==> src/rtl/soc_dmem_ctrl.sv <==
// soc_dmem_ctrl
// Data-memory controller between the core dmem port and the SoC data
// resources. Each access is decoded to either the on-chip RAM (addresses
// below 2^RAM_WIDTH) or an 8-byte I/O block that aliases across the rest of
// the address space. The I/O block holds a GPIO output register and a timer
// with compare match, sticky flag and interrupt enable. Every accepted read
// returns data exactly one cycle later together with dmem_rvalid.
//
// Ports:
//   clk, rst_n          clock (rising edge), asynchronous active-low reset
//   dmem_re, dmem_we    core read / write strobes (write wins if both set)
//   dmem_a, dmem_di     core byte address and write data
//   dmem_do             read data, held until the next accepted read
//   dmem_rvalid         one-cycle strobe following an accepted read
//   ram_re, ram_we      RAM strobes, gated by the RAM region decode
//   ram_a, ram_di       RAM address and write data (direct from the core)
//   ram_do              synchronous RAM read data, valid one cycle after ram_re
//   gpio_out            GPIO / LED outputs
//   timer_irq           timer interrupt level (FLAG & IE)
module soc_dmem_ctrl #(
  parameter int DMEM_WIDTH  = 9,
  parameter int RAM_WIDTH   = 8,
  parameter int GPIO_WIDTH  = 8,
  parameter int TIMER_WIDTH = 16
) (
  input  logic                   clk,
  input  logic                   rst_n,
  input  logic                   dmem_re,
  input  logic                   dmem_we,
  input  logic [DMEM_WIDTH-1:0]  dmem_a,
  input  logic [7:0]             dmem_di,
  output logic [7:0]             dmem_do,
  output logic                   dmem_rvalid,
  output logic                   ram_re,
  output logic                   ram_we,
  output logic [RAM_WIDTH-1:0]   ram_a,
  output logic [7:0]             ram_di,
  input  logic [7:0]             ram_do,
  output logic [GPIO_WIDTH-1:0]  gpio_out,
  output logic                   timer_irq
);

  localparam logic [2:0] OFF_GPIO     = 3'd0;
  localparam logic [2:0] OFF_GPIO_TGL = 3'd1;
  localparam logic [2:0] OFF_CNT_L    = 3'd2;
  localparam logic [2:0] OFF_CNT_H    = 3'd3;
  localparam logic [2:0] OFF_CMP_L    = 3'd4;
  localparam logic [2:0] OFF_CMP_H    = 3'd5;
  localparam logic [2:0] OFF_CTRL     = 3'd6;

  // Decode
  logic       is_ram;
  logic       rd_acc;
  logic       io_wr;
  logic       io_rd;
  logic [2:0] io_off;

  assign is_ram = ~|dmem_a[DMEM_WIDTH-1:RAM_WIDTH];
  assign rd_acc = dmem_re & ~dmem_we;
  assign io_wr  = dmem_we & ~is_ram;
  assign io_rd  = rd_acc & ~is_ram;
  assign io_off = dmem_a[2:0];

  // RAM path is purely combinational
  assign ram_a  = dmem_a[RAM_WIDTH-1:0];
  assign ram_di = dmem_di;
  assign ram_we = dmem_we & is_ram;
  assign ram_re = rd_acc & is_ram;

  // State
  logic [GPIO_WIDTH-1:0]  gpio_reg, gpio_next;
  logic [TIMER_WIDTH-1:0] count_reg, count_next;
  logic [TIMER_WIDTH-1:0] cmp_reg, cmp_next;
  logic [7:0]             shadow_reg, shadow_next;
  logic                   en_reg, en_next;
  logic                   ie_reg, ie_next;
  logic                   flag_reg, flag_next;
  logic [7:0]             io_q_reg, io_q_next;
  logic                   sel_q_reg, sel_q_next;
  logic                   rvalid_reg, rvalid_next;

  // Zero-extended views so narrow timer/GPIO configurations read back with
  // their unused upper register bits as 0.
  logic [15:0] count16;
  logic [15:0] cmp16;
  logic [7:0]  gpio8;

  genvar gi;
  generate
    for (gi = 0; gi < 16; gi++) begin : g_timer_ext
      if (gi < TIMER_WIDTH) begin : g_used
        assign count16[gi] = count_reg[gi];
        assign cmp16[gi]   = cmp_reg[gi];
      end else begin : g_pad
        assign count16[gi] = 1'b0;
        assign cmp16[gi]   = 1'b0;
      end
    end
    for (gi = 0; gi < 8; gi++) begin : g_gpio_ext
      if (gi < GPIO_WIDTH) begin : g_used
        assign gpio8[gi] = gpio_reg[gi];
      end else begin : g_pad
        assign gpio8[gi] = 1'b0;
      end
    end
  endgenerate

  // I/O read mux, evaluated on pre-edge state
  logic [7:0] io_rdata;

  always_comb begin
    io_rdata = 8'h00;
    case (io_off)
      OFF_GPIO, OFF_GPIO_TGL: io_rdata = gpio8;
      OFF_CNT_L:              io_rdata = count16[7:0];
      OFF_CNT_H:              io_rdata = shadow_reg;
      OFF_CMP_L:              io_rdata = cmp16[7:0];
      OFF_CMP_H:              io_rdata = cmp16[15:8];
      OFF_CTRL:               io_rdata = {5'b00000, ie_reg, flag_reg, en_reg};
      default:                io_rdata = 8'h00;
    endcase
  end

  // Timer compare and byte-wise compare-register update
  logic        match;
  logic [15:0] cmp16_wr;

  assign match = (count_reg == cmp_reg);

  always_comb begin
    cmp16_wr = cmp16;
    if (io_wr && io_off == OFF_CMP_L) cmp16_wr[7:0]  = dmem_di;
    if (io_wr && io_off == OFF_CMP_H) cmp16_wr[15:8] = dmem_di;
  end

  // Next-state logic
  always_comb begin
    gpio_next   = gpio_reg;
    count_next  = count_reg;
    cmp_next    = cmp16_wr[TIMER_WIDTH-1:0];
    shadow_next = shadow_reg;
    en_next     = en_reg;
    ie_next     = ie_reg;
    flag_next   = flag_reg;
    io_q_next   = io_q_reg;
    sel_q_next  = sel_q_reg;
    rvalid_next = rd_acc;

    if (io_wr && io_off == OFF_GPIO)     gpio_next = dmem_di[GPIO_WIDTH-1:0];
    if (io_wr && io_off == OFF_GPIO_TGL) gpio_next = gpio_reg ^ dmem_di[GPIO_WIDTH-1:0];

    if (io_wr && io_off == OFF_CTRL) begin
      en_next = dmem_di[0];
      ie_next = dmem_di[2];
      if (dmem_di[1]) flag_next = 1'b0;
    end

    // Count runs freely up to compare; a CNT_L write overrides whatever the
    // timer would have done this cycle, but a match still raises FLAG.
    if (en_reg) begin
      if (match) begin
        count_next = '0;
        flag_next  = 1'b1;
      end else begin
        count_next = count_reg + TIMER_WIDTH'(1);
      end
    end
    if (io_wr && io_off == OFF_CNT_L) count_next = '0;

    // Reading CNT_L snapshots the upper byte so a following CNT_H read is
    // coherent with the low byte.
    if (io_rd && io_off == OFF_CNT_L) shadow_next = count16[15:8];

    if (rd_acc) begin
      sel_q_next = is_ram;
      if (!is_ram) io_q_next = io_rdata;
    end
  end

  always_ff @(posedge clk or negedge rst_n) begin
    if (!rst_n) begin
      gpio_reg   <= '0;
      count_reg  <= '0;
      cmp_reg    <= '1;
      shadow_reg <= 8'h00;
      en_reg     <= 1'b0;
      ie_reg     <= 1'b0;
      flag_reg   <= 1'b0;
      io_q_reg   <= 8'h00;
      sel_q_reg  <= 1'b0;
      rvalid_reg <= 1'b0;
    end else begin
      gpio_reg   <= gpio_next;
      count_reg  <= count_next;
      cmp_reg    <= cmp_next;
      shadow_reg <= shadow_next;
      en_reg     <= en_next;
      ie_reg     <= ie_next;
      flag_reg   <= flag_next;
      io_q_reg   <= io_q_next;
      sel_q_reg  <= sel_q_next;
      rvalid_reg <= rvalid_next;
    end
  end

  assign dmem_do     = sel_q_reg ? ram_do : io_q_reg;
  assign dmem_rvalid = rvalid_reg;
  assign gpio_out    = gpio_reg;
  assign timer_irq   = flag_reg & ie_reg;

endmodule

==> config.mk <==
export PLATFORM = sky130hd
export DESIGN_NAME = soc_dmem_ctrl
export DESIGN_NICKNAME = d
export VERILOG_FILES = /design/src/rtl/soc_dmem_ctrl.sv
export SDC_FILE = /design/constraint.sdc
export NUM_CORES = 1
export LEC_CHECK = 0
export CAP_MARGIN = 20
export CORE_MARGIN = 4
export CORE_UTILIZATION = 45
export CTS_BUF_LIST = sky130_fd_sc_hd__clkbuf_8
export CTS_CLUSTER_DIAMETER = 30
export DETAILED_ROUTE_END_ITERATION = 10
export PLACE_DENSITY_LB_ADDON = 0.08
export SLEW_MARGIN = 20
export SYNTH_ARGS = -nofsm -noshare
export SYNTH_HDL_FRONTEND = slang
export SYNTH_SLANG_ARGS = --single-unit
==> constraint.sdc <==
create_clock -name clk -period 2.6 [get_ports clk]
set_clock_uncertainty 0.2 [all_clocks]
set_input_delay 0.26 -clock clk [delete_from_list [all_inputs] [get_ports clk]]
set_output_delay 0.26 -clock clk [all_outputs]
set_load 0.01 [all_outputs]
==> flow_summary.ini, run 1 <==
[final_layout]
syn_to_final_growth_pct = 19.1
drive_gt1_frac = 0.249
nFillCells = 702
fin_nets = 427
diodes = 0
fin_area_um2 = 4320
fin_util = 0.556

[sta]
tns_ns = 0
worstMarginPinSlew_ns = 0.544
rsz0062_at_grt = false
hold_violations = 0
setup_viol = 0
holdWs_ns = 0.254
slew_viol_final = 0
clock.fmax_mhz = 458
relSlewSlack = 0.637
min_period_ns = 2.18
period_share = 0.840

[drt]
drt-total-wl_um = 8860
ant_nets = 0
dr.pass1.iters = 4
routed-via-count = 2765
drt_iter0_drc = 147
routed_via_density = 5.50
drc = 0
avgRoutedWirePerCell_um = 17.6

[run]
drv_cap = 0

[cts]
cts_tree = built
clock_sinks = 61
cts_made_buffers = 9
cts-root-buf = clkbuf_8
cts_buffer_depth = 2
cts.clk_slew.worst_paths_ns = 0.07
htreeDepth = 3
clk_latency_ns = 0.34

[placed_design]
io_buffer_count = 54
placed_area_um2 = 4150
post-dp-hpwl_um = 6440
place.gp.congestion = 0.805

[logic_synthesis]
seq_area_frac_synth = 0.427
avgSynthCellArea_um2 = 10.2
ys.flop_type = dfrtp_1
ys_async_sr_fraction = 1.00
ys_warn_count = 0
yosysTopAreaCell = dfrtp_1
synth_area_um2 = 3620
syn_nets = 386
syn_inst = 356
synth_top_area_share = 0.311
ys_types = 42
synth_area_leaders = dfrtp_1 31%, mux2_2 12%, dfstp_2 12%, xor2_1 3.9%, a21oi_1 3.7%
ys_ff_latch = 61
synth-edff-count = 0

[setup_path]
cp_cell_sequence = mux2_2, clkdlybuf4s50_1
timing.rr.start = count16[2]
critPathLaunchType = flip-flop
rrSetupSlack_ns = 0.54
crit_arrival_ns = 1.72
max_stage_delay_ns = 0.54
crit_family = flip-flops
crit_buf_inv = 1
end_kind = output pin
r2r-end = count16[11]
crit_path_max_fanout = 9
r2r_cells = 5
slowest_stage = dfrtp_1
critPathRequiredTime_ns = 2.14
critical_path_class = reg -> out

[power]
design_power_total_mw = 2.81
vdd_drop_max_v = 0.000293
power_leakage_nw = 1.80
power.density_nw_per_um2 = 652

[floorplanning]
fp.dieW_um = 97.7
start_util = 0.466
ios = 65
dieArea_um2 = 9550
fp.dieH_um = 97.7
num_rows = 32
core_area_um2 = 7770

[global_routing]
track_usage = 0.193
antenna_found_initial = 0
grt_pass1_vias = 2695
grt_max_degree = 62
grt.overflow.total = 0
grt_pass1_wl_um = 14600

[outcome]
status = finished clean

[hold_path]
min_path_type = in -> async
[tightest hold or removal path, stage by stage]
cell	delay [ns]
dlygate4sd3_1	0.52
buf_2	0.12
buf_12	0.29
[cell usage after synthesis, types with 3 or more instances]
library cell and number:
nor3_1 4, buf_2 9, nor2_1 21, nand3_1 15, a22oi_1 3, a21oi_1 27, nor4_2 9, dfrtp_1 45
a31oi_1 3, dfstp_2 16, mux2i_1 13, nor3_2 5, o21ai_0 22, and4_1 4, buf_6 3, mux2_2 38
nor4_1 6, a211oi_1 3, clkbuf_1 10, nand2b_1 6, nand4_1 5, and3_1 5, nand2_1 25, nor2b_1 5
buf_4 17, xor2_1 16
[power by group]
part           leakage [nW]  switching, mW  total (mW)  internal (mW)
registers             0.752          0.219        1.37           1.16
clock network        0.0957          0.364       0.717          0.353
logic                 0.952          0.324       0.722          0.398
total                  1.80          0.907        2.81           1.91
[final cells by class]
class | instances | area, µm² | share of cell area
Multi-Input combinational cell | 253 | 1800 | 0.418
Sequential cell | 61 | 1550 | 0.358
Timing Repair Buffer | 70 | 671 | 0.155
Clock buffer | 10 | 138 | 0.0319
Tap cell | 102 | 128 | 0.0296
Clock inverter | 5 | 21.3 | 0.00493
Inverter | 2 | 7.51 | 0.00174
[layout by cell type, fill, tap and decap left out, types with 5 or more instances in the layout]
cell type / count
a21oi_1: 27
and3_1: 5
buf_4: 14
clkbuf_8: 10
clkdlybuf4s50_1: 53
dfrtp_1: 45
dfstp_2: 16
inv_1: 5
mux2_2: 38
mux2i_1: 13
nand2_1: 25
nand2b_1: 6
nand3_1: 15
nand4_1: 5
nor2_1: 21
nor2b_1: 5
nor3_2: 5
nor4_1: 6
nor4_2: 9
o21ai_0: 22
xor2_1: 16
[through the flow]
stage	cells	setup WS, ns
3_3_place_gp	487	0.316
6_report	503	0.415
2_1_floorplan	356	0.791
5_1_grt	503	0.350
3_5_place_dp	487	0.303
4_1_cts	503	0.387
[worst max-delay path by stage]
stage          cells after the start     endpoint  slack, ns  startpoint
3_3_place_gp                       6  io_q_reg[0]       0.32   dmem_a[1]
3_5_place_dp                       6  io_q_reg[0]       0.30   dmem_a[1]
6_report                           2   dmem_do[6]       0.42   sel_q_reg
4_1_cts                            2   dmem_do[7]       0.39   sel_q_reg
5_1_grt                            2   dmem_do[5]       0.35   sel_q_reg
2_1_floorplan                      6   count16[5]       0.79   cmp16[13]
[what timing repair did]
item / 4_1_cts / 5_1_grt
hold endpoints to repair: 45 / 0
setup buffers: 0 / 0
gates resized for setup: 0 / 0
hold buffers: 1 / 0
[cell families after synthesis]
group                    share of synthesized area
XOR/XNOR                                    0.0411
adder cells (fa/ha/maj)                    0.00345
AO/OA/AOI/OAI                                0.108
AND/OR/NAND/NOR                              0.192
multiplexers                                 0.154
flip-flops                                   0.427
buffers and inverters                       0.0750
[routing by layer]
metal	part of all wire	global-route usage	vias up
met5	0	0	-
met4	0.011	0.0479	0
met3	0.054	0.0481	10
met2	0.45	0.294	72
met1	0.49	0.276	1333
li1	-	-	1350
No activity file was read; power rests on OpenSTA's default activity.
==> inputs of run 2 (changes only) <==
==> constraint.sdc (replaced) <==
create_clock -name clk -period 1.9 [get_ports clk]
set_clock_uncertainty 0.2 [all_clocks]
set_input_delay 0.19 -clock clk [delete_from_list [all_inputs] [get_ports clk]]
set_output_delay 0.19 -clock clk [all_outputs]
set_load 0.01 [all_outputs]
==> run 2 against run 1 <==
Global-route usage increased by 2.1 points. Core utilization increased by 7.6 points. Worst setup slack got worse by 0.40 ns. First-iteration DRC count increased by 29%. Register-to-register slack got worse by 0.53 ns. Clock power increased by 73%. Via count increased by 11%. Critical path depth increased by 3. Count of clock-buffer cells in the layout decreased by 1. Non-clock buffer count increased by 61. Critical endpoint is now count16[12].
==> flow_summary.ini, run 2 (synthesized netlist as in run 1, its figures left out) <==
[global_routing]
grt_pass1_vias = 2985
grt_max_degree = 62
grt.overflow.total = 0
antenna_found_initial = 0
grt_pass1_wl_um = 16000
track_usage = 0.214

[floorplanning]
num_rows = 32
dieArea_um2 = 9550
fp.dieW_um = 97.7
core_area_um2 = 7770
start_util = 0.466
ios = 65
fp.dieH_um = 97.7

[sta]
hold_violations = 0
rsz0062_at_grt = true
period_share = 0.994
relSlewSlack = 0.762
worstMarginPinSlew_ns = 0.347
setup_ws_ns = 0.0123
min_period_ns = 1.89
slew_viol_final = 0
clock.fmax_mhz = 530
setup_viol = 0
tns_ns = 0

[setup_path]
crit_top_cell = nor4_2
critPathRequiredTime_ns = 1.92
max_stage_delay_ns = 0.58
crit_path_max_fanout = 7
slowest_stage = dfstp_2
timing.rr.start = cmp16[2]
end_kind = flip-flop
critPathLaunchType = flip-flop
crit_path_start = cmp16[2]
cp_cell_sequence = xor2_2, nor4_2, and4_4, and2_4, nor4_2
crit_arrival_ns = 1.91
critical_path_class = reg -> reg

[drt]
routed_via_density = 5.44
wl_met2_um = 4830
dr.pass1.iters = 5
drt_iter0_drc = 189
wl_met1_um = 4540
top_layer = met4
routed-via-count = 3078
wl_met3_um = 602
drt-total-wl_um = 10100
ant_nets = 0
drc = 0
avgRoutedWirePerCell_um = 17.8

[hold_path]
hp-start = dmem_a[4]
min_path_type = in -> out

[cts]
clock_sinks = 61
cts_buffer_depth = 2
clk_latency_ns = 0.34
cts_made_buffers = 9
cts-root-buf = clkbuf_8
cts_tree = built
htreeDepth = 3
cts.clk_slew.worst_paths_ns = 0.07

[final_layout]
final_common_cell = buf_4
final_cell_mix = 74 x buf_4, 43 x dfrtp_1, 43 x clkdlybuf4s50_1
drive_gt1_frac = 0.381
syn_to_final_growth_pct = 35.3
fin_nets = 489
stdcell_count = 566
fin_area_um2 = 4900
fin_util = 0.631
diodes = 0

[outcome]
status = finished clean

[power]
power.density_nw_per_um2 = 896
power_leakage_nw = 2.17
vdd_drop_max_v = 0.000501

[placed_design]
placed_area_um2 = 4570
post-dp-hpwl_um = 7230
pre_cts_ws_ns = -0.169
dpl.cell_count = 542
place.gp.congestion = 0.851
io_buffer_count = 54

[run]
drv_cap = 0
## run 2: cell count changes in the layout (fill, tap and decap cells not counted), moves of 2 or more
cell             before  now
nor4_1                6    3
dfrtp_2               0    2
dlygate4sd2_1         0    8
xor2_2                0    2
nor4_2                9   11
clkdlybuf4s50_1      53   43
bufinv_16             0    2
dfrtp_1              45   43
and4_1                4    1
buf_4                14   74
xor2_1               16   14
and4_4                0    2
## run 2: what timing repair did
action                                 in CTS  in global routing
endpoints found under the hold margin      61                  0
cloned                                      1                  0
pin swaps                                   9                  5
buffers inserted                            4                  2
setup endpoints to repair                  23                 21
hold buffers                                1                  0
resized for setup                          13                 16
## run 2: final timing paths
kind / end / slack [ns] / cells past startpoint
worst max register to register: count16[12] / 0.01 / 5
worst min-delay path: ram_a[4] / 0.18 / 0
worst max-delay path: count16[12] / 0.01 / 5
worst min register to register: io_q_reg[3] / 0.28 / 2
min in group asynchronous: io_q_reg[2] / 0.20 / 3
max in group asynchronous: cmp16[1] / 0.98 / 3
## run 2: critical path, delay by kind of cell (launching register included)
kind,cells,cell delay (ns)
xor+xnor,1,0.08
flops,1,0.58
simple gates,4,0.91
## run 2: cell type report
cell class / instances / area (µm²)
clock buffers: 9 / 124
well taps: 102 / 128
repair buffers: 131 / 1130
clock inverters: 7 / 82.6
inverters: 2 / 7.51
flip-flops and latches: 61 / 1550
fillers: 637 / 2870
multi-input cells: 254 / 1880
## run 2: power breakdown
part	leakage (nW)	switching, mW	internal [mW]
Clock	0.115	0.516	0.723
Sequential	0.749	0.209	1.58
Combinational	1.31	0.634	0.732
## run 2: stage by stage
step           power [mW]  hold WS [ns]
2_1_floorplan        2.46        -0.306
6_report             4.39         0.180
4_1_cts              4.36         0.180
5_1_grt              4.63         0.180
3_5_place_dp         3.11        0.0294
3_3_place_gp         3.10        0.0273
## run 2: layer usage
metal	GRT usage	vias to the layer above
li1	-	1481
met1	0.294	1482
met2	0.342	103
met3	0.0431	12
met4	0.0671	0
met5	0	-
